===== src/rtl/udma_tx_arbiter.sv =====
// Round-robin arbiter sharing one L2 read port among N_CH uDMA TX channels.
// Granted channel IDs are queued in order so each read response returns to its owner.
module udma_tx_arbiter #(
  parameter int N_CH    = 4,
  parameter int AW      = 19,
  parameter int DW      = 32,
  parameter int MAX_OUT = 4
) (
  input  logic                          clk_i,
  input  logic                          rst_i,
  input  logic [N_CH-1:0]               ch_req_i,
  input  logic [N_CH*AW-1:0]            ch_addr_i,
  input  logic [N_CH*2-1:0]             ch_datasize_i,
  output logic [N_CH-1:0]               ch_gnt_o,
  output logic [N_CH-1:0]               ch_valid_o,
  output logic [DW-1:0]                 ch_data_o,
  output logic                          mem_req_o,
  output logic [AW-1:0]                 mem_addr_o,
  output logic [1:0]                    mem_datasize_o,
  input  logic                          mem_gnt_i,
  input  logic                          mem_rvalid_i,
  input  logic [DW-1:0]                 mem_rdata_i,
  output logic [$clog2(MAX_OUT):0]      outstanding_o,
  output logic                          err_o
);

  localparam int IW = $clog2(N_CH);
  localparam int PW = $clog2(MAX_OUT);
  localparam int OW = PW + 1;

  logic [IW-1:0] rr_ptr_q, rr_ptr_d;
  logic          lock_q, lock_d;
  logic [IW-1:0] lock_id_q, lock_id_d;
  logic [PW-1:0] wr_ptr_q, wr_ptr_d;
  logic [PW-1:0] rd_ptr_q, rd_ptr_d;
  logic [OW-1:0] occ_q, occ_d;
  logic          err_q, err_d;
  logic [IW-1:0] fifo_q [MAX_OUT];

  logic [IW-1:0] win;
  logic          found;
  logic          full;
  logic          mem_req;
  logic          accept;
  logic          pop;

  // NOTE: every variable driven in always_comb gets a default first, so no path can infer a latch.
  always_comb begin
    win   = rr_ptr_q;
    found = 1'b0;
    if (lock_q) begin
      win = lock_id_q;
    end else begin
      for (int i = 0; i < N_CH; i++) begin
        if (!found && ch_req_i[(int'(rr_ptr_q) + i) % N_CH]) begin
          win   = IW'((int'(rr_ptr_q) + i) % N_CH);
          found = 1'b1;
        end
      end
    end
  end

  // Outputs are forced low while reset is held, even though inputs may be active.
  assign full    = (occ_q == OW'(MAX_OUT));
  assign mem_req = ~rst_i & (|ch_req_i) & ~full;
  assign accept  = mem_req & mem_gnt_i;
  assign pop     = ~rst_i & mem_rvalid_i & (occ_q != '0);

  assign mem_req_o      = mem_req;
  assign mem_addr_o     = mem_req ? ch_addr_i[int'(win)*AW +: AW] : '0;
  assign mem_datasize_o = mem_req ? ch_datasize_i[int'(win)*2 +: 2] : 2'b00;
  assign ch_gnt_o       = accept ? (N_CH'(1) << win) : '0;
  assign ch_valid_o     = pop ? (N_CH'(1) << fifo_q[rd_ptr_q]) : '0;
  assign ch_data_o      = pop ? mem_rdata_i : '0;
  assign outstanding_o  = occ_q;
  assign err_o          = err_q;

  always_comb begin
    rr_ptr_d  = rr_ptr_q;
    lock_d    = lock_q;
    lock_id_d = lock_id_q;
    wr_ptr_d  = wr_ptr_q;
    rd_ptr_d  = rd_ptr_q;
    occ_d     = occ_q;
    err_d     = err_q | (mem_rvalid_i & (occ_q == '0));

    if (accept) begin
      rr_ptr_d = (int'(win) == N_CH - 1) ? '0 : win + 1'b1;
      lock_d   = 1'b0;
      wr_ptr_d = wr_ptr_q + 1'b1;
    end else if (mem_req) begin
      // Freeze the winner until the memory accepts so its request fields never change.
      lock_d    = 1'b1;
      lock_id_d = win;
    end

    if (pop) begin
      rd_ptr_d = rd_ptr_q + 1'b1;
    end

    case ({accept, pop})
      2'b10:   occ_d = occ_q + 1'b1;
      2'b01:   occ_d = occ_q - 1'b1;
      default: occ_d = occ_q;
    endcase
  end

  // NOTE: sequential state uses non-blocking assignments so all registers update from pre-edge values.
  always_ff @(posedge clk_i or posedge rst_i) begin
    if (rst_i) begin
      rr_ptr_q  <= '0;
      lock_q    <= 1'b0;
      lock_id_q <= '0;
      wr_ptr_q  <= '0;
      rd_ptr_q  <= '0;
      occ_q     <= '0;
      err_q     <= 1'b0;
    end else begin
      rr_ptr_q  <= rr_ptr_d;
      lock_q    <= lock_d;
      lock_id_q <= lock_id_d;
      wr_ptr_q  <= wr_ptr_d;
      rd_ptr_q  <= rd_ptr_d;
      occ_q     <= occ_d;
      err_q     <= err_d;
    end
  end

  // NOTE: FIFO storage is not reset; occupancy alone decides which entries are meaningful.
  always_ff @(posedge clk_i) begin
    if (accept) begin
      fifo_q[wr_ptr_q] <= win;
    end
  end

endmodule

===== config.mk =====
export PLATFORM = sky130hd
export DESIGN_NAME = udma_tx_arbiter
export DESIGN_NICKNAME = d
export VERILOG_FILES = /design/src/rtl/udma_tx_arbiter.sv
export SDC_FILE = /design/constraint.sdc
export NUM_CORES = 1
export LEC_CHECK = 0
export BUFFER_PORTS_ARGS = -buffer_cell sky130_fd_sc_hd__buf_4
export CAP_MARGIN = 20
export CORE_MARGIN = 3
export CORE_UTILIZATION = 30
export DETAILED_ROUTE_END_ITERATION = 16
export PLACE_DENSITY = 0.7
export SLEW_MARGIN = 40
export SYNTH_ARGS = -nofsm -noshare
export SYNTH_HDL_FRONTEND = slang
export SYNTH_SLANG_ARGS = --single-unit

===== constraint.sdc =====
create_clock -name clk_i -period 5.4 [get_ports clk_i]
set_clock_uncertainty 0.15 [all_clocks]
set_input_delay 0.81 -clock clk_i [delete_from_list [all_inputs] [get_ports clk_i]]
set_output_delay 0.81 -clock clk_i [all_outputs]
set_load 0.01 [all_outputs]

=== Word level (Yosys, flattened, before mapping) ===
Memories as Yosys holds them, arrays and structs flattened.
Cells that the tools add are included.

* Add/subtract/negate cells: 8
* Reduce and logical (&&, ||, !) cells: 15
* Mux-type cells: 32
* Shift operators: 4
* Multiply operators: 1
* Equality and inequality tests: 4
* Bitwise logic cells: 13
* Order comparisons: 4

{| class="wikitable"
|+ Operators with widths
! operator !! number
|-
| $shiftx 76x8->19 || 1
|-
| $mux 32 || 1
|-
| $mux 19 || 1
|-
| $mux 1 || 17
|-
| $lt 3x4->1 const B || 3
|-
| $mux 2 || 6
|-
| $add 2x1->2 const B || 4
|-
| $bmux 1 s2 || 4
|-
| $mux 4 || 2
|-
| $shiftx 8x4->2 || 1
|-
| $shl 1x2->4 const A || 2
|-
| $mul 2x5->7 const B || 1
|-
| $and 1x1->1 || 6
|-
| $pmux 3 s2 || 1
|-
| $reduce_or 2->1 || 3
|-
| $add 2x2->2 const B || 2
|-
| $eq 2x1->1 const B || 2
|-
| $reduce_bool 2->1 || 2
|-
| $reduce_or 4->1 || 1
|-
| $add 3x1->3 const B || 1
|-
| $and 1x1->1 const A || 3
|-
| $eq 3x3->1 const B || 1
|-
| $logic_and 1x1->1 || 3
|-
| $logic_not 1->1 || 3
|-
| other kinds (8) || 10
|}

* Memories kept: 1
* Logic and storage cells: 89
* Register bits: 13
* Bits of input ports: 124
* Bits in writable memories: 8

{| class="wikitable"
|+ Memory list
! name !! depth !! width !! read ports !! clocked after memory_dff !! write ports !! RTL line !! RTL
|-
| fifo_q || 4 || 2 || 1 || 0 || 1 || 38 || <nowiki>logic [IW-1:0] fifo_q [MAX_OUT];</nowiki>
|}

=== Depth between registers and ports, before layout ===
Gate-level depths: netlist of run 1.

* Depth after elaboration: 20
* Depth in mapped cells: 10

=== Worst setup path after synthesis of run 1 ===
Ideal clock, no wire load.

* Kind: in2out
* Start point: input port ch_req_i[0]
* End point: output port ch_gnt_o[3]
* Buffers on the path: 2
* Data required time: 4.440 ns
* Arrival: 2.043 ns
* Setup slack: 2.397 ns
* Stages on the path: 8
* Cells stage by stage: nand2_1 -> a22o_1 -> buf_2 -> o211ai_2 -> buf_2 -> nand2_1 -> ha_1 -> and3_1

* Word-level cells in the longest chain between the ends: 18

{| class="wikitable"
|+ Ends and longest elaborated chain
! item !! RTL line !! RTL
|-
| from (decl) || 11 || <nowiki>input logic [N_CH-1:0] ch_req_i,</nowiki>
|-
| $bmux 1 s2 || 55 || <nowiki>if (!found && ch_req_i[(int'(rr_ptr_q) + i) % N_CH]) begin</nowiki>
|-
| $mux 1 (not written as such) || 55 ||
|-
| $mux 1 || 55 ||
|-
| $mux 1 || 51 || <nowiki>if (lock_q) begin</nowiki>
|-
| $logic_not 1->1 || 55 ||
|-
| $logic_and 1x1->1 || 55 ||
|-
| $mux 1 || 55 ||
|-
| $mux 1 || 51 ||
|-
| (+2 left out) || n/a ||
|-
| $mux 1 || 55 ||
|-
| $mux 1 || 51 ||
|-
| $logic_not 1->1 || 55 ||
|-
| $logic_and 1x1->1 || 55 ||
|-
| $mux 2 || 55 ||
|-
| $mux 2 || 51 ||
|-
| $shl 1x2->4 || 72 || <nowiki>assign ch_gnt_o = accept ? (N_CH'(1) << win) : '0;</nowiki>
|-
| $mux 4 * || 72 ||
|-
| to (decl) || 14 || <nowiki>output logic [N_CH-1:0] ch_gnt_o,</nowiki>
|}

Every way passes the cells marked *; elsewhere a longest branch is shown, timed or not. The select of a mux whose other input is x is not followed.

=== Worst setup path in the final report of run 1 ===
* Start point: input port ch_req_i[2]
* End point: output port mem_addr_o[9]

* Word-level cells in the longest chain between the ends: 19

{| class="wikitable"
|+ Ends and longest elaborated chain
! item !! RTL line !! RTL
|-
| $bmux 1 s2 || 55 ||
|-
| $mux 1 (not written as such) || 55 ||
|-
| $mux 1 || 55 ||
|-
| $mux 1 || 51 ||
|-
| $logic_not 1->1 || 55 ||
|-
| $logic_and 1x1->1 || 55 ||
|-
| $mux 1 || 55 ||
|-
| $mux 1 || 51 ||
|-
| (+3 left out) || n/a ||
|-
| $mux 1 || 51 ||
|-
| $logic_not 1->1 || 55 ||
|-
| $logic_and 1x1->1 || 55 ||
|-
| $mux 2 || 55 ||
|-
| $mux 2 || 51 ||
|-
| $mul 2x5->7 || 70 || <nowiki>assign mem_addr_o = mem_req ? ch_addr_i[int'(win)*AW +: AW] : '0;</nowiki>
|-
| $shiftx 76x8->19 || 70 ||
|-
| $mux 19 * || 70 ||
|-
| to (decl) || 18 || <nowiki>output logic [AW-1:0] mem_addr_o,</nowiki>
|}

Marks and branches as above.

==> key figures, run 1 <==
Clock tree
  • Cts bufs inserted: 3
  • Post-CTS Setup Inserts: 0
  • CTS tree: yes
  • Num Clock Sinks: 21
  • Cts hold-fix bufs: 0
  • Post-CTS Resized: 0
  • Worst-skew pair later-pin latency: 0.26 ns
  • H-tree level count: 1
  • Clk root buf: clkbuf_8
  • Max clock buf depth: 2
  • CTS clock-pin slew for the worst setup and hold paths: 0.08 ns

GRT
  • Gr usage total: 18.5%
  • First-pass GRT wire length: 18000 microns
  • Initial antenna violation count: 0
  • GR Overflow Total: 0
  • Largest net degree at the start of global routing: 44
  • Vias in the first global route: 3577

Worst setup path
  • R2R setup slack: 2.39 ns
  • RR Endpoint: outstanding_o[2]
  • Largest delay share family, worst path: compound AO/OA/AOI/OAI gates
  • Worst path bufs/invs: 2
  • Critical Path Fanout Max: 21
  • Slowest CP cell: a311oi_4
  • Worst Path Arrival: 2.88 ns
  • Worst EP required: 4.44 ns
  • Crit end category: primary output
  • Most common cell on crit path: buf_4
  • Worst Reg-to-Reg Cells: 9
  • Startpoint types: input pin
  • CP peak stage delay: 0.76 ns
  • Cell Chain, Critical Path: buf_4 -> nor4_2 -> a311oi_4 -> nand2_2 -> o211ai_1 -> buf_4
  • Setup crit end: mem_addr_o[9]
  • CP startpoint: ch_req_i[2]
  • Worst path depth: 6
  • Crit path kind: in2out
  • Worst reg2reg path startpoint: outstanding_o[2]

Timing
  • Max Slew Vio Count: 0
  • Tcrit/Tclk final: 71.1%
  • Fmax: 260 MHz
  • Worst setup margin: 1.56 ns
  • Max-slew headroom: 42.9%
  • RSZ-0062 raised after global routing: no
  • Final hold vios: 0
  • Final Setup Violations: 0
  • Setup_tns: 0 ns
  • Tightest Pin Transition: 0.857 ns
  • Final min period: 3.84 ns

Pwr
  • Pwr dens: 369 nW/um^2
  • Sw frac: 51.4%
  • Int Pwr: 834 uW
  • Part of the power in registers: 17.3%
  • Combinational share of power: 76.7%
  • Total power: 1.72 mW
  • Switching Power: 881 uW
  • Maximum VDD drop: 0.264 mV
  • Leak: 2.10 nW
  • Clk network pwr share: 6.0%

Synth
  • Syn_nets: 544
  • Share of the yosys chip area belonging to registers: 17.6%
  • Ranking of synthesized cells by area: dfrtp_1 10%, and3_1 9.4%, o211ai_1 8.4%
  • Area leader, netlist: dfrtp_1
  • Area share of the leading cell type in the synthesized netlist: 10.2%
  • Synth async-reset ratio: 61.9%
  • Synth top cells by count: 48 x and3_1, 36 x o211ai_1, 34 x and2_1, 29 x nand2_1, 24 x nor3b_1
  • Mapped Cells: 413
  • Seq cells post-synth: 21
  • Syn_area_per_cell: 7.76 sq um
  • Unique masters post-synth: 44
  • Number of synthesized flops with an enable pin: 8
  • Top_reg_cell synth: dfrtp_1
  • Synthesized area: 3200 sq um
  • Yosys warning total: 0
  • Count leader, synth: and3_1

Floorplanning
  • I/O Pins: 190
  • Die H: 109 microns
  • Number of cell rows: 37
  • Die area: 12000 sq um
  • Initial Util: 30.9%
  • Die width: 109 microns
  • Core footprint: 10400 sq um

Worst hold path
  • Hold WC Path Type: reg2reg
  • Hold path startpoint: err_o

Drt
  • Total number of vias: 3952
  • Final wirelength: 12100 microns
  • Routed vias/inst: 5.66
  • Post-DRT Antenna Nets: 0
  • DR DRC count: 0
  • Routed len/inst: 17.4 microns
  • DRT iter0 DRCs: 214
  • Drt first pass iters: 5

Layout
  • Fin nets: 694
  • Area grow syn2layout: 45.0%
  • # diodes: 0
  • Fraction of layout cells with a size suffix above 1: 40.4%
  • Cell area after layout: 4650 sq um

Placed design
  • HPWL after DPL: 9030 microns
  • Placed cell areas: 4590 sq um
  • Buffers on Ports: 189
  • RePlAce Congestion: 0.818
  • Pre-CTS setup slack: 1.52 ns

Job
  • Max_cap viols: 0

Outcome
  • Status: finished, final reports clean
-- cell type report --
cell class / instances / area (sq um)
sequential: 21 / 566
timing repair buffer: 196 / 1470
multi-input combinational: 333 / 2360
clock buffer: 4 / 45.0
inverter: 8 / 30.0
tap: 136 / 170
fill: 1039 / 5720
-- worst reg2reg max path: cells and delay by family, from the launching register on --
family,cells,cell delay [ns]
xor gates and xnor gates,2,0.27
buffers and inverters,2,0.48
and+or+nand+nor,2,0.27
DFF,1,0.45
AOI/OAI and AO/OA,1,0.81
adders and majority gates,2,0.45
-- cells in the final DEF, fill, tap and decap left out, types with 2 or more instances in the layout --
cell       instances
mux4_2             2
a31o_2             2
edfxtp_1           8
and2_1            33
xor2_1             3
nand2_1           27
mux2_2             4
clkbuf_8           3
xnor2_1            3
o211ai_2           6
buf_4            196
dfrtp_1           13
a22oi_1           21
nand4_1           21
o2111ai_1         21
ha_1               6
o21ai_0           23
inv_1              8
and3_1            48
nor2_1             4
nor3b_1           23
mux2i_1            2
nor3_1            23
nand2_2            5
o211ai_1          36
nor2b_1            3
-- registers in the layout (all words and copies together), names as in the netlist --
name           count
rr_ptr_q           2
wr_ptr_q           2
lock_q             1
lock_id_q          2
rd_ptr_q           2
fifo_q             8
err_o              1
outstanding_o      3
-- per-layer routing --
layer / GRT usage, % / vias up / wire length, microns
li1: - / 1887 / -
met1: 25.1 / 1876 / 5220
met2: 31.4 / 170 / 5920
met3: 1.76 / 19 / 729
met4: 4.72 / 0 / 257
met5: 0 / - / 0
-- through the flow --
step	instances	util (%)	hold WS, ns
after floorplan	413	-	0.331
after global placement	694	44.1	0.293
after detailed placement	694	44.3	0.308
after CTS	698	44.7	0.326
after global routing	698	44.8	0.359
final	698	44.8	0.322
-- worst min-delay path by stage --
stage / end / slack, ns / cells after the start
after global routing: err_o / 0.36 / 1
after global placement: err_o / 0.29 / 1
final: err_o / 0.32 / 1
after floorplan: rd_ptr_q[1] / 0.33 / 1
after detailed placement: err_o / 0.31 / 1
after CTS: err_o / 0.33 / 1
-- power by group through the flow --
stage / clock (mW) / sequential (mW) / combinational [mW]
floorplan: 0 / 0.289 / 0.881
global placement: 0 / 0.293 / 1.28
detailed placement: 0 / 0.300 / 1.31
CTS: 0.104 / 0.296 / 1.31
global route: 0.109 / 0.307 / 1.45
finish: 0.102 / 0.297 / 1.32
-- logic make-up after synthesis --
group,count (synthesis),synth area share (%)
xor gates and xnor gates,6,1.64
muxes,8,3.44
buffers and inverters,59,9.64
AOI/OAI and AO/OA,119,29.4
adders and majority gates,7,2.97
DFF,21,17.6
and+or+nand+nor,193,35.3
Note: power is estimated with default switching activity, not from simulation.
==> inputs of run 2 (changes only) <==
- clock period: 5.4 -> 3.8 ns (I/O delays scaled with it)
==> key figures, run 2 (synthesis gave the netlist of run 1 again) <==
Outcome
  • Status: finished, final reports clean

Clock tree
  • H-tree level count: 1
  • Post-CTS Resized: 0
  • CTS clock-pin slew for the worst setup and hold paths: 0.08 ns
  • Num Clock Sinks: 21
  • Clk root buf: clkbuf_8
  • Cts hold-fix bufs: 0
  • Max clock buf depth: 2
  • CTS tree: yes
  • Post-CTS Setup Inserts: 0
  • Worst-skew pair later-pin latency: 0.26 ns
  • Cts bufs inserted: 3

Timing
  • Final hold vios: 0
  • Tightest Pin Transition: 0.730 ns
  • Fmax: 312 MHz
  • Setup_tns: 0 ns
  • Max-slew headroom: 51.1%
  • Worst setup margin: 0.592 ns
  • Final min period: 3.21 ns
  • Tcrit/Tclk final: 84.4%
  • Final Setup Violations: 0
  • RSZ-0062 raised after global routing: no
  • Max Slew Vio Count: 0

Pwr
  • Leak: 2.13 nW
  • Pwr dens: 526 nW/um^2
  • Total power: 2.47 mW
  • Maximum VDD drop: 0.309 mV

Drt
  • Drt first pass iters: 4
  • Routed len/inst: 17.6 microns
  • Highest routing layer actually used: met4
  • Met1 Wirelength: 5270 microns
  • Routed vias/inst: 5.55
  • Total number of vias: 3897
  • Met3 wire length: 625 microns
  • Post-DRT Antenna Nets: 0
  • Met2 routed WL: 6300 microns
  • DR DRC count: 0
  • DRT iter0 DRCs: 223
  • Final wirelength: 12300 microns

Layout
  • Most frequent cells in the layout: 199 x buf_4, 48 x and3_1, 36 x o211ai_1
  • Commonest non-fill, non-tap cell in the layout: buf_4
  • Fraction of layout cells with a size suffix above 1: 40.8%
  • Max reg flops: 8
  • Top reg by flops: fifo_q
  • Fin nets: 698
  • Area grow syn2layout: 46.3%
  • # diodes: 0

Worst setup path
  • Startpoint types: flip-flop
  • Worst Path Arrival: 2.49 ns
  • Critical Path Fanout Max: 46
  • Crit path kind: reg2out
  • Crit end category: primary output
  • Worst Reg-to-Reg Cells: 9
  • Worst EP required: 3.08 ns

GRT
  • Largest net degree at the start of global routing: 47
  • GR Overflow Total: 0
  • Vias in the first global route: 3538
  • Gr usage total: 18.7%
  • First-pass GRT wire length: 18100 microns
  • Initial antenna violation count: 0

Placed design
  • RePlAce Congestion: 0.833
  • Buffers on Ports: 189
  • Pre-CTS setup slack: 0.672 ns
  • HPWL after DPL: 9350 microns

Floorplanning
  • Core footprint: 10400 sq um
  • Die H: 109 microns
  • Number of cell rows: 37
  • I/O Pins: 190
  • Die width: 109 microns
  • Die area: 12000 sq um
  • Initial Util: 30.9%

Worst hold path
  • Hold WC Path Type: in2async

Job
  • Max_cap viols: 0
## run 2: cell types whose count changed in the layout (fill, tap and decap cells not counted)
cell / change
nand3_4: -1
or2_1: +1
and2_4: -1
clkinv_2: +1
buf_16: +1
or2_2: -1
and2_2: +1
nand3_2: +1
clkbuf_1: -1
buf_4: +3
## run 2: per-layer routing
layer	vias to the layer above	GRT usage (%)
met3	12	1.88
met4	0	3.29
met2	135	32.5
li1	1895	-
met5	-	0
met1	1855	25.4
## run 2: area by class of cell
class | count | area (sq um)
Clock buffer | 3 | 41.3
Clock inverter | 1 | 5.00
Fill cell | 1061 | 5680
Inverter | 8 | 30.0
Multi-Input combinational cell | 333 | 2350
Sequential cell | 21 | 566
Tap cell | 136 | 170
Timing Repair Buffer | 200 | 1520
## run 2: report_power, final
group / internal (mW) / leakage [nW] / switching, mW
clock: 0.0731 / 0.0255 / 0.0755
sequential: 0.331 / 0.225 / 0.0892
combinational: 0.808 / 1.88 / 1.09
## run 2: worst max-delay path, stage by stage (launching register included)
cell      delay, ns
dfrtp_1        0.45
inv_1          0.12
buf_4          0.42
a31o_2         0.37
nand2_2        0.32
o211ai_1       0.36
buf_4          0.18
## run 2: metrics by stage
| stage | cell area [sq um] | std cells | util, % | hold slack [ns] |
|---|---|---|---|---|
| finish | 4690 | 702 | 45.2 | 0.225 |
| global route | 4690 | 702 | 45.2 | 0.268 |
| CTS | 4690 | 702 | 45.2 | 0.246 |
| detailed placement | 4640 | 698 | 44.7 | 0.312 |
| global placement | 4600 | 697 | 44.4 | 0.295 |
| floorplan | 3200 | 413 | - | 0.297 |
## run 2: final timing paths
kind                             startpoint  slack [ns]               end
min in group clk_i                    err_o        0.32             err_o
hold reg to reg                       err_o        0.32             err_o
setup / recovery                     lock_q        0.59     mem_addr_o[9]
max in group asynchronous             rst_i        2.91       wr_ptr_q[0]
hold / removal                        rst_i        0.23      lock_id_q[1]
setup reg to reg           outstanding_o[2]        1.28  outstanding_o[2]
==> inputs of run 3 (changes only) <==
- PLACE_DENSITY: 0.7 -> 0.72
- clock period: 3.8 -> 2.95 ns (I/O delays scaled with it)
==> key figures, run 3 (synthesis gave the netlist of run 1 again) <==
Clock tree
  • CTS clock-pin slew for the worst setup and hold paths: 0.08 ns
  • H-tree level count: 1
  • CTS tree: yes
  • Num Clock Sinks: 21
  • Max clock buf depth: 2
  • Cts bufs inserted: 3
  • Worst-skew pair later-pin latency: 0.26 ns
  • Clk root buf: clkbuf_8
  • Cts hold-fix bufs: 0

Timing
  • Final min period: 2.79 ns
  • Max-slew headroom: 63.1%
  • RSZ-0062 raised after global routing: no
  • Final hold vios: 0
  • Tightest Pin Transition: 0.554 ns
  • Fmax: 359 MHz
  • Setup_tns: 0 ns
  • Max Slew Vio Count: 0
  • Final Setup Violations: 0
  • Tcrit/Tclk final: 94.5%

Drt
  • Routed vias/inst: 5.53
  • DR DRC count: 0
  • Total number of vias: 3923
  • Post-DRT Antenna Nets: 0
  • Routed len/inst: 17.3 microns
  • Drt first pass iters: 5
  • DRT iter0 DRCs: 356
  • Final wirelength: 12200 microns

Layout
  • Area grow syn2layout: 48.8%
  • Fin nets: 705
  • Cell area after layout: 4770 sq um
  • Commonest non-fill, non-tap cell in the layout: buf_4
  • Max reg flops: 8
  • # diodes: 0
  • Fraction of layout cells with a size suffix above 1: 41.4%
  • Most frequent cells in the layout: 203 x buf_4, 48 x and3_1, 36 x o211ai_1
  • Top reg by flops: fifo_q
  • Filler cells: 1043

Worst setup path
  • RR Endpoint: outstanding_o[1]
  • Worst Path Arrival: 2.19 ns
  • Critical Path Fanout Max: 44
  • Slowest CP cell: dfrtp_1
  • R2R setup slack: 0.70 ns
  • Worst EP required: 2.36 ns
  • Crit end category: primary output
  • Startpoint types: flip-flop
  • CP peak stage delay: 0.46 ns
  • Worst Reg-to-Reg Cells: 7
  • Crit path kind: reg2out
  • Cell Chain, Critical Path: mux2i_1 -> or2_1 -> buf_12 -> o21ai_0 -> nor3b_1 -> o211ai_1 -> buf_4
  • Worst reg2reg path startpoint: outstanding_o[1]

GRT
  • Vias in the first global route: 3563
  • Gr usage total: 18.2%
  • First-pass GRT wire length: 17800 microns
  • Largest net degree at the start of global routing: 45
  • Initial antenna violation count: 0
  • GR Overflow Total: 0

Outcome
  • Status: finished, final reports clean

Pwr
  • Maximum VDD drop: 0.381 mV
  • Pwr dens: 682 nW/um^2
  • Leak: 2.18 nW

Floorplanning
  • Die area: 12000 sq um
  • Die H: 109 microns
  • Number of cell rows: 37
  • Die width: 109 microns
  • I/O Pins: 190
  • Core footprint: 10400 sq um
  • Initial Util: 30.9%

Placed design
  • HPWL after DPL: 9410 microns
  • Placed cell areas: 4710 sq um
  • RePlAce Congestion: 0.817
  • Buffers on Ports: 189

Job
  • Max_cap viols: 0

Worst hold path
  • Hold WC Path Type: in2async
run 3: what timing repair did:
action | 4_1_cts | 5_1_grt
hold endpoints to repair | 0 | 0
gates resized for setup | 0 | 3
buffers inserted | 0 | 0
setup endpoints to repair | 0 | 18
run 3: how the worst max path moves through the flow:
stage                           startpoint  slack, ns  cells past startpoint           endpoint
after floorplan           outstanding_o[2]       0.51                     10   outstanding_o[2]
after global placement         ch_req_i[1]       0.32                      7     mem_addr_o[17]
after detailed placement       ch_req_i[0]       0.27                      7  mem_datasize_o[1]
after CTS                           lock_q       0.06                      7      mem_addr_o[7]
after global routing           rr_ptr_q[1]       0.03                      7     mem_addr_o[18]
final                          rr_ptr_q[1]       0.16                      7     mem_addr_o[18]
run 3: area by class of cell:
type / instances / area, sq um / area share, %
inverters: 8 / 30.0 / 0.630
clock buffers: 3 / 41.3 / 0.866
multi-input cells: 333 / 2350 / 49.3
repair buffers: 207 / 1600 / 33.6
clock inverters: 1 / 5.00 / 0.105
flip-flops and latches: 21 / 566 / 11.9
well taps: 136 / 170 / 3.57
run 3: per-layer routing:
layer / GRT usage, % / vias up / part of all wire [%]
met1: 24.0 / 1860 / 41
met2: 31.7 / 139 / 51
met4: 4.90 / 0 / 1.9
li1: - / 1908 / -
met5: 0 / - / 0
met3: 1.76 / 16 / 5.8
run 3: stage by stage:
stage	worst slack [ns]	utilization (%)	hold WS [ns]	cells	power (mW)
global placement	0.318	45.4	0.292	705	2.98
floorplan	0.508	-	0.169	413	2.14
detailed placement	0.268	45.4	0.300	705	3.06
global route	0.0292	46.0	0.140	709	3.53
finish	0.163	46.0	0.110	709	3.25
CTS	0.0584	45.9	0.117	709	3.25
run 3: report_power, final:
group	internal, mW	switching, mW	total [mW]
clock	0.0941	0.0941	0.188
combinational	1.10	1.42	2.52
sequential	0.426	0.117	0.543
total	1.62	1.63	3.25
run 3: worst max-delay path: cells and delay by family (launching register included):
kind            cells  cell delay, ns
buf+inv             2            0.37
mux                 1            0.21
simple gates        2            0.62
flops               1            0.46
compound gates      2            0.26
